<file path="src/rtl/fm7_psg_audio_out.sv">
// ---------------------------------------------------------------------------
// fm7_psg_audio_out
//
// Audio output stage for the PSG mix. It does four things:
//   1. Box-averages the unsigned 14-bit mix over a window of 2**DIV_LOG2
//      CLKSYS cycles.
//   2. Recentres the average to a signed 16-bit value and removes DC with a
//      one-pole high-pass filter: y -= y >>> DC_SHIFT on every sample.
//   3. Saturates the filter output to signed 16-bit PCM.
//   4. Offers the PCM sample to the sink through a valid/ready holding
//      register. A sticky overrun flag is set when a sample is overwritten
//      before the sink has taken it.
//
// Parameters
//   DIV_LOG2  log2 of the window length in CLKSYS cycles (4..16)
//   DC_SHIFT  pole shift of the DC-blocking high-pass filter (4..15)
//
// Ports
//   CLKSYS       in   system clock (single clock domain)
//   RESETBn      in   asynchronous, active-low reset
//   mix_audio_i  in   [13:0] unsigned PSG mix, sampled every cycle
//   mute_i       in   forces the PCM payload to 0; the filter keeps running
//   pcm_o        out  [15:0] signed PCM sample
//   pcm_valid_o  out  pcm_o holds a sample the sink has not taken yet
//   pcm_ready_i  in   sink takes pcm_o when pcm_valid_o & pcm_ready_i
//   overrun_o    out  sticky: a sample was overwritten before it was taken
//   dsm_o        out  1-bit sigma-delta DAC output
//
// Build option
//   FM7_AUDIO_DSM_EN  When this macro is defined, a first-order sigma-delta
//                     modulator runs on the held pcm_o, converted to offset
//                     binary. When it is undefined, dsm_o is tied to 0.
//
// Latency
//   A window's last cycle is cycle W. The average is valid at W+1, and
//   pcm_valid_o goes high at W+2. The filter is combinational between the
//   average register and the PCM register.
// ---------------------------------------------------------------------------
module fm7_psg_audio_out #(
  parameter int DIV_LOG2 = 10,
  parameter int DC_SHIFT = 10
) (
  input  logic        CLKSYS,
  input  logic        RESETBn,
  input  logic [13:0] mix_audio_i,
  input  logic        mute_i,
  output logic [15:0] pcm_o,
  output logic        pcm_valid_o,
  input  logic        pcm_ready_i,
  output logic        overrun_o,
  output logic        dsm_o
);

  localparam int AW = 14 + DIV_LOG2;

  // Sign-extend a 16-bit two's-complement value to the 19-bit filter width.
  function automatic logic signed [18:0] sext16(input logic [15:0] v);
    sext16 = $signed({{3{v[15]}}, v});
  endfunction

  // Clamp a 19-bit signed intermediate to the signed 16-bit PCM range.
  function automatic logic [15:0] sat16(input logic signed [18:0] t);
    if (t > 19'sd32767) begin
      sat16 = 16'h7fff;
    end else if (t < -19'sd32768) begin
      sat16 = 16'h8000;
    end else begin
      sat16 = t[15:0];
    end
  endfunction

  // ---------------------------------------------------------------- window
  logic [DIV_LOG2-1:0] cnt_q, cnt_d;
  logic [AW-1:0]       acc_q, acc_d;
  logic [AW-1:0]       acc_sum_s;
  logic [13:0]         avg_q, avg_d;
  logic                avg_v_q, avg_v_d;

  // Window accumulation: the current mix is added in before the divide, so
  // the window really holds 2**DIV_LOG2 samples.
  always_comb begin
    acc_sum_s = acc_q + AW'(mix_audio_i);
    cnt_d     = cnt_q + DIV_LOG2'(1);
    avg_d     = avg_q;
    acc_d     = acc_sum_s;
    avg_v_d   = 1'b0;
    if (&cnt_q) begin
      avg_d   = acc_sum_s[AW-1:DIV_LOG2];
      acc_d   = '0;
      avg_v_d = 1'b1;
    end else begin
      avg_d   = avg_q;
      acc_d   = acc_sum_s;
      avg_v_d = 1'b0;
    end
  end

  // ---------------------------------------------------------------- filter
  logic [15:0]        x_s;
  logic [15:0]        dc_s;
  logic signed [18:0] t_s;
  logic [15:0]        y_s;
  logic [15:0]        x_prev_q, x_prev_d;
  logic [15:0]        y_state_q, y_state_d;

  // High-pass filter datapath.
  // The recentring (avg - 8192) * 4 equals avg*4 - 32768. In 16 bits that
  // is the same as inverting the top bit of {avg, 2'b00}, so no adder is
  // needed.
  always_comb begin
    x_s  = {~avg_q[13], avg_q[12:0], 2'b00};
    dc_s = 16'($signed(y_state_q) >>> DC_SHIFT);
    t_s  = sext16(x_s) - sext16(x_prev_q) + sext16(y_state_q) - sext16(dc_s);
    y_s  = sat16(t_s);
  end

  // ---------------------------------------------------------------- handoff
  logic [15:0] pcm_q, pcm_d;
  logic        pcm_valid_q, pcm_valid_d;
  logic        overrun_q, overrun_d;

  // Filter state update and PCM holding register.
  // When a new sample arrives in the same cycle the sink takes the old one,
  // the register reloads and valid stays high. This case is not an overrun.
  always_comb begin
    x_prev_d    = x_prev_q;
    y_state_d   = y_state_q;
    pcm_d       = pcm_q;
    pcm_valid_d = pcm_valid_q;
    overrun_d   = overrun_q;
    if (avg_v_q) begin
      x_prev_d    = x_s;
      y_state_d   = y_s;
      pcm_d       = mute_i ? 16'h0000 : y_s;
      pcm_valid_d = 1'b1;
      if (pcm_valid_q & ~pcm_ready_i) begin
        overrun_d = 1'b1;
      end else begin
        overrun_d = overrun_q;
      end
    end else if (pcm_valid_q & pcm_ready_i) begin
      pcm_valid_d = 1'b0;
    end else begin
      pcm_valid_d = pcm_valid_q;
    end
  end

  // State registers for the window, filter and handoff stages.
  always_ff @(posedge CLKSYS or negedge RESETBn) begin
    if (!RESETBn) begin
      cnt_q       <= '0;
      acc_q       <= '0;
      avg_q       <= 14'h0000;
      avg_v_q     <= 1'b0;
      x_prev_q    <= 16'h0000;
      y_state_q   <= 16'h0000;
      pcm_q       <= 16'h0000;
      pcm_valid_q <= 1'b0;
      overrun_q   <= 1'b0;
    end else begin
      cnt_q       <= cnt_d;
      acc_q       <= acc_d;
      avg_q       <= avg_d;
      avg_v_q     <= avg_v_d;
      x_prev_q    <= x_prev_d;
      y_state_q   <= y_state_d;
      pcm_q       <= pcm_d;
      pcm_valid_q <= pcm_valid_d;
      overrun_q   <= overrun_d;
    end
  end

  assign pcm_o       = pcm_q;
  assign pcm_valid_o = pcm_valid_q;
  assign overrun_o   = overrun_q;

  // ---------------------------------------------------------------- DSM DAC
`ifdef FM7_AUDIO_DSM_EN
  logic [15:0] dsm_acc_q, dsm_acc_d;
  logic        dsm_q, dsm_d;
  logic [16:0] dsm_sum_s;

  // First-order sigma-delta modulator on the held sample.
  // Inverting the MSB converts signed PCM to offset binary, so the density
  // of ones equals u / 65536.
  always_comb begin
    dsm_sum_s = {1'b0, dsm_acc_q} + {1'b0, pcm_q ^ 16'h8000};
    dsm_acc_d = dsm_sum_s[15:0];
    dsm_d     = dsm_sum_s[16];
  end

  // Sigma-delta accumulator and output bit registers.
  always_ff @(posedge CLKSYS or negedge RESETBn) begin
    if (!RESETBn) begin
      dsm_acc_q <= 16'h0000;
      dsm_q     <= 1'b0;
    end else begin
      dsm_acc_q <= dsm_acc_d;
      dsm_q     <= dsm_d;
    end
  end

  assign dsm_o = dsm_q;
`else
  assign dsm_o = 1'b0;
`endif

endmodule

</file>
<file path="config.mk">
export PLATFORM = sky130hd
export DESIGN_NAME = fm7_psg_audio_out
export DESIGN_NICKNAME = d
export VERILOG_FILES = /design/src/rtl/fm7_psg_audio_out.sv
export SDC_FILE = /design/constraint.sdc
export NUM_CORES = 1
export LEC_CHECK = 0
export ABC_AREA = 1
export CORE_ASPECT_RATIO = 2
export CORE_MARGIN = 2
export CORE_UTILIZATION = 55
export DETAILED_ROUTE_END_ITERATION = 10
export GPL_ROUTABILITY_DRIVEN = 1
export GPL_TIMING_DRIVEN = 0
export PLACE_DENSITY = 0.75
export REMOVE_ABC_BUFFERS = 1
export SETUP_SLACK_MARGIN = 0.1
export SYNTH_ARGS = -nofsm -noshare
export SYNTH_HDL_FRONTEND = slang
export SYNTH_SLANG_ARGS = --single-unit
</file>
<file path="constraint.sdc">
create_clock -name CLKSYS -period 4.2 [get_ports CLKSYS]
set_input_delay 0.84 -clock CLKSYS [delete_from_list [all_inputs] [get_ports CLKSYS]]
set_output_delay 0.84 -clock CLKSYS [all_outputs]
set_load 0.05 [all_outputs]
</file>
After elaboration in Yosys (flattened, before gate mapping)
Index checks and enable logic that the tools add are counted.
{"block": "word_totals", "regBits": 97, "word_cells": 30, "in_bits": 18, "out_inout_bits": 19}
{"block": "op_classes", "reduce_logical": 3, "bitwise_logic": 4, "magnitude_cmp": 2, "addsub": 5, "n_mux": 7}
{"op": "16-bit 2-to-1 mux", "n": 3}
{"op": "24-bit by 14-bit adder with 24-bit output", "n": 1}
{"op": "24-bit 2-to-1 mux", "n": 1}
{"op": "19-bit by 16-bit > comparator with 1-bit output, second input constant", "n": 1}
{"op": "19-bit by 16-bit < comparator with 1-bit output, second input constant", "n": 1}
{"op": "18-bit by 6-bit subtractor with 19-bit output", "n": 1}
{"op": "17-bit by 16-bit adder with 18-bit output", "n": 1}
{"op": "16-bit by 16-bit subtractor with 17-bit output", "n": 1}
{"op": "10-bit by 1-bit adder with 10-bit output, second input constant", "n": 1}
{"op": "10-bit AND reduction", "n": 1}
{"op": "1-bit 2-to-1 mux", "n": 3}
{"op": "1-bit bitwise AND", "n": 2}
{"op": "1-bit inverter", "n": 2}
{"op": "2-bit AND reduction", "n": 1}
{"op": "2-bit nonzero test", "n": 1}

Longest topological paths before layout
Gate-level depths: netlist of the first run.
{"block": "depth", "depth_word": 8, "ltp_mapped": 24, "mapped_depth_nobuf": 23}

Worst setup path before layout of the first run
No wires, ideal clock.
{"block": "synth_timing", "kind": "reg2reg", "start": "register y_state_q[15]", "end": "register y_state_q[4]", "t_arrival_ns": 3.212, "required_ns": 4.072, "slack_ns": 0.860, "setup_ns": 0.128, "stages_incl_launch_ff": 20, "path_buffers": 1, "period_less_slack_ns": 3.340, "path_cell_list": "dfrtp_1 > fa_1 > fa_1 > inv_1 > ha_1 > nand2_1 > inv_1 > a21oi_1 > nand2_2 > nand2_1 > nand2_1 > nand2_1 > nand2_2 > nor2_2 > nand2_1 > nand2_4 > buf_6 > nand2_1 > nand2_1 > o21ai_2"}
{"block": "synth_between", "elab_chain_len": 5, "elab_cells_between_ends": 6, "classes_between": "add/sub: 2; order compare: 2; mux: 2"}
{"element": "start: declaration", "line": "104", "source": "logic [15:0] y_state_q, y_state_d;"}
{"element": "start signal: assignment", "line": "166", "source": "y_state_q <= y_state_d;"}
{"element": "17-bit by 16-bit adder with 18-bit output", "line": "113", "source": "t_s = sext16(x_s) - sext16(x_prev_q) + sext16(y_state_q) - sext16(dc_s);"}
{"element": "18-bit by 6-bit subtractor with 19-bit output (*)", "line": "113"}
{"element": "19-bit by 16-bit < comparator with 1-bit output", "line": "65", "source": "end else if (t < -19'sd32768) begin"}
{"element": "16-bit 2-to-1 mux", "line": "65"}
{"element": "16-bit 2-to-1 mux (*)", "line": "63", "source": "if (t > 19'sd32767) begin"}
Mark *: on every way between the ends. The rest lies on a longest branch, timed or not.
A chain may end at the register's enable or synchronous reset.

Final worst setup path of the first run
{"block": "layout_timing", "start": "register y_state_q[15]", "end": "register y_state_q[8]"}
The elaborated chain is that of the path after synthesis.

==> results of run 1 <==
-- worst reg2reg max path, cell delays in order (launching register included) --
cell and delay [ns]:
dfrtp_2 0.60, fa_1 0.51, fa_1 0.52, inv_1 0.04, ha_1 0.35, a21oi_2 0.20, nor2_1 0.07, nor2_1 0.10
nand2_1 0.16, nand2_1 0.12, nand2_1 0.05, nand2_1 0.07, nand2_2 0.07, inv_2 0.11, nand2_2 0.19, nand2_1 0.12
nand2_1 0.08, nand2_1 0.06, o21ai_0 0.10
-- worst paths after layout --
kind,startpoint,end,slack [ns],cells after the start
max in group asynchronous,RESETBn,acc_q[21],3.03,2
max,y_state_q[15],y_state_q[8],0.52,18
max reg2reg,y_state_q[15],y_state_q[8],0.52,18
min reg2reg,cnt_q[0],cnt_q[0],0.46,1
min in group asynchronous,RESETBn,y_state_q[3],0.49,1
min,cnt_q[0],cnt_q[0],0.46,1
-- registers in the layout, summed over array words and instances (netlist names) --
signal / count
cnt_q: 10
x_prev_q: 14
y_state_q: 16
overrun_o: 1
acc_q: 24
pcm_o: 16
avg_q: 14
pcm_valid_o: 1
avg_v_q: 1
-- synth_stat cells, types with 2 or more instances --
cell type | n | area (sq um)
nand2_1 | 216 | 811
inv_1 | 117 | 439
dfrtp_1 | 97 | 2430
o21ai_0 | 44 | 220
nand3_1 | 34 | 170
a21oi_1 | 33 | 165
ha_1 | 33 | 413
nor2_1 | 31 | 116
fa_1 | 30 | 601
xor2_1 | 19 | 166
xnor2_1 | 11 | 96.3
clkbuf_1 | 9 | 33.8
o21ai_2 | 8 | 70.1
nand2_2 | 6 | 37.5
nor3_1 | 6 | 30.0
or2_2 | 5 | 31.3
buf_2 | 4 | 20.0
inv_2 | 4 | 15.0
nand3b_1 | 4 | 30.0
a31oi_1 | 3 | 18.8
and2_1 | 3 | 18.8
nand3_2 | 3 | 30.0
nand4_1 | 3 | 18.8
o21ai_1 | 3 | 15.0
o21bai_1 | 3 | 22.5
buf_1 | 2 | 7.51
buf_6 | 2 | 22.5
-- area by class of cell --
class,count,area share [%]
Tap cell,140,2.52
Clock buffer,9,3.24
Inverter,121,6.54
Clock inverter,7,0.865
Sequential cell,97,35.0
Multi-Input combinational cell,510,46.0
Timing Repair Buffer,37,5.80
-- cell families (layout without fill, tap and decap cells) --
family / Yosys count / after routing / share of synthesized area (%)
buffers and inverters: 139 / 174 / 8.84
AND/OR/NAND/NOR: 319 / 319 / 22.2
XOR/XNOR: 30 / 30 / 4.26
flip-flops: 97 / 97 / 39.3
adder cells (fa/ha/maj): 63 / 63 / 16.4
other: 1 / 1 / 0.0608
AO/OA/AOI/OAI: 97 / 97 / 8.82
-- metal layers --
layer / vias to the layer above / share of wire [%]
met4: 0 / 4.4
met1: 2275 / 37
met3: 37 / 2.0
met2: 66 / 57
met5: - / 0
li1: 2381 / -
-- through the flow --
stage	total power (uW)	worst slack [ns]
after floorplan	1660	0.869
after global placement	1810	-1.27
after CTS	2660	0.294
after detailed placement	1850	0.328
after global routing	2810	0.302
final	2630	0.523
-- power by group through the flow --
stage	logic (uW)	clock network (uW)	registers, uW
final	728	803	1100
after global routing	849	853	1110
after global placement	697	0	1110
after floorplan	556	0	1100
after detailed placement	730	0	1120
after CTS	737	818	1100
==> metrics.txt, run 1 <==
Cell variety after synth=40; CP max stage delay=0.60 ns; Worst setup EP type=flop; core area=10900 sq um; crit path launch type=flop; global route total overflow=0; H-tree Lvls=3; Setup Skew=0.0110 ns; CTS sink count=97; crit share post-route=87.6%; sequential power share=41.8%; Starting Density=56.4%; Worst EP arrival=3.87 ns; Tmin final=3.68 ns; Avg WL per Cell=13.7 microns; cell mode on critical path=nand2_1; clock-pin transition on the worst setup and hold timing paths=0.08 ns; TNS Setup=0 ns; DPL Wire Length=9.84 mm; max-slew violations=0; synthesized cell area=6170 sq um; router iterations before antenna repair=4; met3 Use GR=3.76%; Worst-Skew Late Latency=0.35 ns; critical path, cell by cell=fa_1 -> fa_1 -> inv_1 -> ha_1 -> a21oi_2 -> nor2_1 -> nor2_1 -> nand2_1 -> nand2_1 -> nand2_1 -> nand2_1 -> nand2_2 -> inv_2 -> nand2_2 -> nand2_1 -> nand2_1 -> nand2_1 -> o21ai_0; Vias/cell=5.17; largest net degree at the start of global routing=57; Pint=1730 uW; EDFF count, synth=0; CP bufs+invs=2; Most used DFF post-synth=dfrtp_1; GR Util All Layers=23.3%; clock root buffer=clkbuf_16; fraction of layout cells with a size suffix above 1=6.91%; commonest non-fill, non-tap cell in the layout=nand2_1; die height=154 microns; initial antenna violation count=0; worst-case clock buffer depth=2; post-route cell area=6940 sq um; Top Family by Delay on Critical Path=adder cells; slowest stage cell, crit path=dfrtp_2; # DRC=0; RSZ-0062 raised after global routing=no; maximum fanout along the worst path=13; total wire length=12.6 mm; worst hold margin=0.457 ns; average cell area after synthesis=8.27 sq um; CTS Hold Bufs=0; gp weighted congestion=0.877; final cell count without fillers=921; Core Util, Final=63.4%; Layout Nets=857; full die area=12100 sq um; Worst Path Required=4.39 ns; CTS Buf Count=9; WS Path Type=reg -> reg; status=complete, no violations; clock power share=30.5%; area taken by flip-flops and latches=2430 sq um; DP Area=6660 sq um; final hold violations=0; PwrDens=379 nW/um^2; GR Util met2=43.7%; post-CTS setup buffer count=0; wire length of the first global-routing pass=22.4 mm; DR iter-0 viols=175; yosys warns=0; vias in the first global route=5113; Ports=37; fillcell total=963; Worst Hold Class=reg -> reg; Final setup viols=0; Synth Instances=746; Port Buffers=35; peak supply drop=0.456 mV; CTS tree=yes; static leakage=0.00369 uW; P_sw=897 uW; CTS resizes=0; Sw Ratio=34.1%; antenna cells=0; sequential cell area fraction in the yosys report=39.3%; FFs w/ async S/R, synth=100%; Slew @ Worst Pin=0.874 ns; GR peak layer=met2; Vias=4759; Max-Cap Viols=0; most frequent cells in the layout=216 x nand2_1, 117 x inv_1, 95 x dfrtp_1; Post-DRT Antenna Nets=0; Comb power frac=27.7%; Die X=78.9 microns; Area Overhead vs Synth=12.6%; Rel. slew slack=41.6%; register bit total from synthesis=97; Rows=54; Highest Clock Rate=272 MHz; total placed cells including tap cells=905; Multi-input gate area=3200 sq um; met1 Track Usage GR=24.5%
Note: power is estimated with default switching activity, not from simulation.
==> inputs of run 2 (changes only) <==
--- a/config.mk
+++ b/config.mk
@@ -7,7 +7,6 @@
 export LEC_CHECK = 0
 export ABC_AREA = 1
 export CORE_ASPECT_RATIO = 2
-export CORE_MARGIN = 2
 export CORE_UTILIZATION = 55
 export DETAILED_ROUTE_END_ITERATION = 10
 export GPL_ROUTABILITY_DRIVEN = 1
@@ -15,6 +14,7 @@
 export PLACE_DENSITY = 0.75
 export REMOVE_ABC_BUFFERS = 1
 export SETUP_SLACK_MARGIN = 0.1
+export SKIP_LAST_GASP = 1
 export SYNTH_ARGS = -nofsm -noshare
 export SYNTH_HDL_FRONTEND = slang
 export SYNTH_SLANG_ARGS = --single-unit
==> run 2 against run 1 <==
Global-route usage rose by 0.84 points; wire length decreased by 0.97%; highest routed layer unchanged; cell area shrank 0.22%; sequential cell count did not move; critical path type unchanged; largest power group unchanged.
==> metrics.txt, run 2 (same netlist as run 1, synthesis figures left out) <==
status=complete, no violations; CTS tree=yes; final hold violations=0 (unchanged); total chip power=2590 uW (-1.6%); depth of the most critical reg-to-reg path=22 (+4); full die area=11700 sq um (-3.8%); peak supply drop=0.368 mV (-19%); Crit path depth=22 (+4); Die X=76.9 microns (-2.5%); Tmin final=3.62 ns (-0.0571 ns); worst-case clock buffer depth=2 (unchanged); Port Buffers=35 (unchanged); Post-DRT Antenna Nets=0 (unchanged); Area Overhead vs Synth=12.3%; Worst EP arrival=3.81 ns (-0.06 ns); WS Path Type=reg -> reg; Top Family by Delay on Critical Path=adder cells; RSZ-0062 raised after global routing=no; Setup Skew=0.00821 ns (-0.00275 ns); Vias=4705 (-1.1%); Worst Hold Class=reg -> reg; clock root buffer=clkbuf_16; # DRC=0 (unchanged); vias in the first global route=4867 (-4.8%); clock-pin transition on the worst setup and hold timing paths=0.07 ns (about the same); core area=10900 sq um (-0.62%); Starting Density=56.7% (+0.35 points); Vias/cell=5.11 (-1.0%); static leakage=0.00368 uW (-0.15%); router iterations before antenna repair=4 (unchanged); Ports=37 (unchanged); most frequent cells in the layout=216 x nand2_1, 117 x inv_1, 95 x dfrtp_1; hold path depth=1 (unchanged); total wire length=12.5 mm (-0.97%); GR Util All Layers=24.2% (+0.84 points); crit path launch type=flop; max-slew violations=0 (unchanged); global route total overflow=0 (unchanged); max reg flops=24 (unchanged); Max-Cap Viols=0 (unchanged); critical path, cell by cell=inv_1 -> fa_1 -> inv_1 -> ha_1 -> inv_1 -> ha_1 -> inv_1 -> fa_1 -> inv_1 -> nand3_1 -> nand3_2 -> nand3_1 -> nand2_1 -> nand2_1 -> nand3_1 -> nand2_2 -> inv_2 -> nand2_2 -> nand2_1 -> nand2_1 -> nand2_1 -> o21ai_0; largest net degree at the start of global routing=63 (+11%); commonest non-fill, non-tap cell in the layout=nand2_1; slowest stage cell, crit path=fa_1; Rel. slew slack=43.4% (+1.8 points); CTS Buf Count=9 (unchanged); fraction of layout cells with a size suffix above 1=6.67% (-0.25 points); Highest Clock Rate=276 MHz (+1.6%); Core Util, Final=63.7% (+0.26 points); worst hold margin=0.452 ns (-0.00468 ns); Final setup viols=0 (unchanged); die height=152 microns (-1.3%); Layout Nets=857 (unchanged); crit share post-route=86.2% (-1.4 points); CP bufs+invs=6 (+4); DPL Wire Length=9.84 mm (about the same); maximum fanout along the worst path=11 (-2); H-tree Lvls=3 (unchanged); initial antenna violation count=0 (unchanged); Largest Register=acc_q; wire length of the first global-routing pass=21.9 mm (-2.3%); antenna cells=0 (unchanged); Slew @ Worst Pin=0.848 ns (-0.0264 ns); CP max stage delay=0.49 ns (-0.11 ns); PwrDens=374 nW/um^2 (-1.4%); Worst-Skew Late Latency=0.34 ns (about the same); DR iter-0 viols=189 (+8.0%); Rows=54 (unchanged); Avg WL per Cell=13.6 microns (-0.86%); CTS sink count=97 (unchanged); Worst Path Required=4.39 ns (about the same); gp weighted congestion=0.871 (-0.66%); Worst setup EP type=flop
==> run 2: area by class of cell <==
| class | instances | area, sq um |
|---|---|---|
| Sequential cell | 97 | 2430 |
| Clock inverter | 5 | 41.3 |
| Clock buffer | 10 | 229 |
| Timing Repair Buffer | 37 | 403 |
| Multi-Input combinational cell | 510 | 3200 |
| Fill cell | 948 | 3950 |
| Inverter | 121 | 454 |
| Tap cell | 140 | 175 |
==> run 2: per-layer routing <==
metal  track usage (%)  up-vias  share of wire, %
met3              2.57       28               1.9
met1              24.1     2236                37
li1                  -     2378                 -
met5                 0        -                 0
met2              47.9       63                58
met4              13.1        0               3.9
==> run 2: worst register-to-register path, delay by kind of cell, from the launching register on <==
family                   cells  cell delay (ns)
buffers and inverters        6             0.61
AND/OR/NAND/NOR             11             1.15
AO/OA/AOI/OAI                1             0.09
adder cells (fa/ha/maj)      4             1.26
flip-flops                   1             0.36
==> run 2: what timing repair did <==
item	CTS	global route
buffers inserted	0	0
resized for setup	0	1
hold buffers	0	0
endpoints found under the setup margin	0	2
hold endpoints to repair	0	0
==> run 2: stage by stage <==
stage / instance area, sq um / worst slack [ns] / setup TNS (ns) / cells
2_1_floorplan: 6080 / 0.869 / 0 / 728
3_3_place_gp: 6600 / -1.29 / -124.10 / 903
3_5_place_dp: 6660 / 0.337 / 0 / 905
4_1_cts: 6930 / 0.289 / 0 / 920
5_1_grt: 6930 / 0.269 / 0 / 920
6_report: 6930 / 0.580 / 0 / 920
==> run 2: report_power, final <==
group	total, uW	switching (uW)	internal, uW
logic	725	446	280
clock network	766	362	404
registers	1100	56.3	1040
total	2590	864	1730
==> run 2: worst paths after layout <==
path                            slack (ns)            end          start
max in group asynchronous             3.03  y_state_q[15]        RESETBn
worst min-delay path                  0.45       cnt_q[0]       cnt_q[0]
worst max register to register        0.58   y_state_q[8]  y_state_q[12]
min in group asynchronous             0.46       pcm_o[4]        RESETBn
worst max-delay path                  0.58   y_state_q[8]  y_state_q[12]
worst min register to register        0.45       cnt_q[0]       cnt_q[0]
==> inputs of run 3 (changes only) <==
--- a/config.mk
+++ b/config.mk
@@ -8,6 +8,7 @@
 export ABC_AREA = 1
 export CORE_ASPECT_RATIO = 2
 export CORE_UTILIZATION = 55
+export CTS_BUF_LIST = sky130_fd_sc_hd__clkbuf_16
 export DETAILED_ROUTE_END_ITERATION = 10
 export GPL_ROUTABILITY_DRIVEN = 1
 export GPL_TIMING_DRIVEN = 0
@@ -18,3 +19,4 @@
 export SYNTH_ARGS = -nofsm -noshare
 export SYNTH_HDL_FRONTEND = slang
 export SYNTH_SLANG_ARGS = --single-unit
+export TNS_END_PERCENT = 1
==> run 3 against run 2 <==
Global-route usage is the same; maximum frequency is essentially flat; hold slack unchanged; final cell count unchanged; worst setup slack is essentially flat; die area unchanged; critical endpoint unchanged; highest routed layer unchanged; clock power about the same; clock-buffer cell count is 1 lower; sequential share of layout area stayed put; combinational power hardly changed; non-clock buffer count is the same.
==> metrics.txt, run 3 (same netlist as run 1, synthesis figures left out) <==
status=complete, no violations; full die area=11700 sq um (unchanged); CTS Buf Count=9 (unchanged); Worst setup EP type=flop; Rows=54 (unchanged); Vias/cell=5.11 (about the same); Port Buffers=35 (unchanged); Worst Hold Class=reg -> reg; Final setup viols=0 (unchanged); max reg flops=24 (unchanged); Ports=37 (unchanged); # DRC=0 (unchanged); clock-pin transition on the worst setup and hold timing paths=0.07 ns (about the same); max-slew violations=0 (unchanged); Tmin final=3.62 ns (-0.0000300 ns); CTS tree=yes; gp weighted congestion=0.871 (unchanged); Worst Path Required=4.39 ns (about the same); Area Overhead vs Synth=12.3% (unchanged); worst-case clock buffer depth=2 (unchanged); DR iter-0 viols=189 (unchanged); PwrDens=373 nW/um^2 (-0.10%); router iterations before antenna repair=4 (unchanged); CTS sink count=97 (unchanged); DPL Wire Length=9.84 mm (unchanged); final cell count without fillers=920 (unchanged); Starting Density=56.7% (unchanged); wire length of the first global-routing pass=21.9 mm (unchanged); static leakage=0.00369 uW (+0.11%); worst hold margin=0.452 ns (unchanged); GR Util All Layers=24.2% (unchanged); die height=152 microns (unchanged); RSZ-0062 raised after global routing=no; clock root buffer=clkbuf_16; core area=10900 sq um (unchanged); total chip power=2590 uW (-0.10%); antenna cells=0 (unchanged); commonest non-fill, non-tap cell in the layout=nand2_1; WS Path Type=reg -> reg; Avg WL per Cell=13.6 microns (about the same); initial antenna violation count=0 (unchanged); Slew @ Worst Pin=0.848 ns (+0.00000185 ns); Die X=76.9 microns (unchanged); Setup Skew=0.00821 ns (unchanged); Max-Cap Viols=0 (unchanged); crit share post-route=86.2% (about the same); peak supply drop=0.368 mV (about the same); Highest Clock Rate=276 MHz (about the same); CTS Hold Bufs=0 (unchanged); total placed cells including tap cells=905 (unchanged); final hold violations=0 (unchanged); Worst-Skew Late Latency=0.34 ns (about the same); H-tree Lvls=3 (unchanged); Largest Register=acc_q; crit path launch type=flop; global route total overflow=0 (unchanged); most frequent cells in the layout=216 x nand2_1, 118 x inv_1, 95 x dfrtp_1; fraction of layout cells with a size suffix above 1=6.67% (unchanged); total wire length=12.5 mm (about the same); Vias=4704 (-0.021%); vias in the first global route=4867 (unchanged); Layout Nets=857 (unchanged); Worst EP arrival=3.81 ns (about the same); maximum fanout along the worst path=11 (unchanged); Rel. slew slack=43.4% (about the same); largest net degree at the start of global routing=63 (unchanged); Post-DRT Antenna Nets=0 (unchanged)
==> run 3: repair_timing <==
item                       CTS  global route
setup buffers                0             0
resized for setup            0             1
setup endpoints to repair    0             2
==> run 3: path summary, 6_finish.rpt <==
path | start | end | slack, ns | cells past startpoint
setup / recovery | y_state_q[12] | y_state_q[8] | 0.58 | 22
hold / removal | cnt_q[0] | cnt_q[0] | 0.45 | 1
setup reg to reg | y_state_q[12] | y_state_q[8] | 0.58 | 22
hold reg to reg | cnt_q[0] | cnt_q[0] | 0.45 | 1
max in group asynchronous | RESETBn | y_state_q[15] | 3.03 | 2
min in group asynchronous | RESETBn | pcm_o[4] | 0.46 | 1
==> run 3: power by group <==
| part | total (uW) | leakage (uW) | internal [uW] | switching [uW] |
|---|---|---|---|---|
| clock network | 763 | 0.000130 | 401 | 362 |
| logic | 725 | 0.00242 | 279 | 445 |
| registers | 1100 | 0.00113 | 1040 | 56.3 |
| total | 2590 | 0.00369 | 1720 | 864 |
==> run 3: routing by layer <==
metal  GRT usage (%)  wire, microns  share of wire, %  vias to the layer above
met5               0              0                 0                        -
met4            13.1            486               3.9                        0
met3            2.57            230               1.8                       28
met2            47.9           7210                58                       61
met1            24.1           4590                37                     2237
li1                -              -                 -                     2378
==> run 3: metrics by stage <==
step	util, %	setup TNS (ns)	area [sq um]	worst slack (ns)
after floorplan	-	0	6080	0.869
after global placement	60.7	-124.10	6600	-1.29
after detailed placement	61.2	0	6660	0.337
after CTS	63.7	0	6930	0.289
after global routing	63.7	0	6930	0.269
final	63.7	0	6930	0.580
==> run 3: cell type report <==
type,count,area [sq um]
fill,948,3950
multi-input combinational,510,3200
sequential,97,2430
inverter,121,454
timing repair buffer,37,403
clock buffer,9,225
tap,140,175
clock inverter,6,45.0
==> run 3: worst max-delay path, cell delays in order (launching register included) <==
cell and delay, ns:
dfrtp_1 0.36, inv_1 0.20, fa_1 0.49, inv_1 0.10, ha_1 0.22, inv_1 0.05, ha_1 0.15, inv_1 0.06
fa_1 0.40, inv_1 0.10, nand3_1 0.09, nand3_2 0.10, nand3_1 0.08, nand2_1 0.18, nand2_1 0.10, nand3_1 0.09
nand2_2 0.08, inv_2 0.10, nand2_2 0.18, nand2_1 0.11, nand2_1 0.07, nand2_1 0.06, o21ai_0 0.09
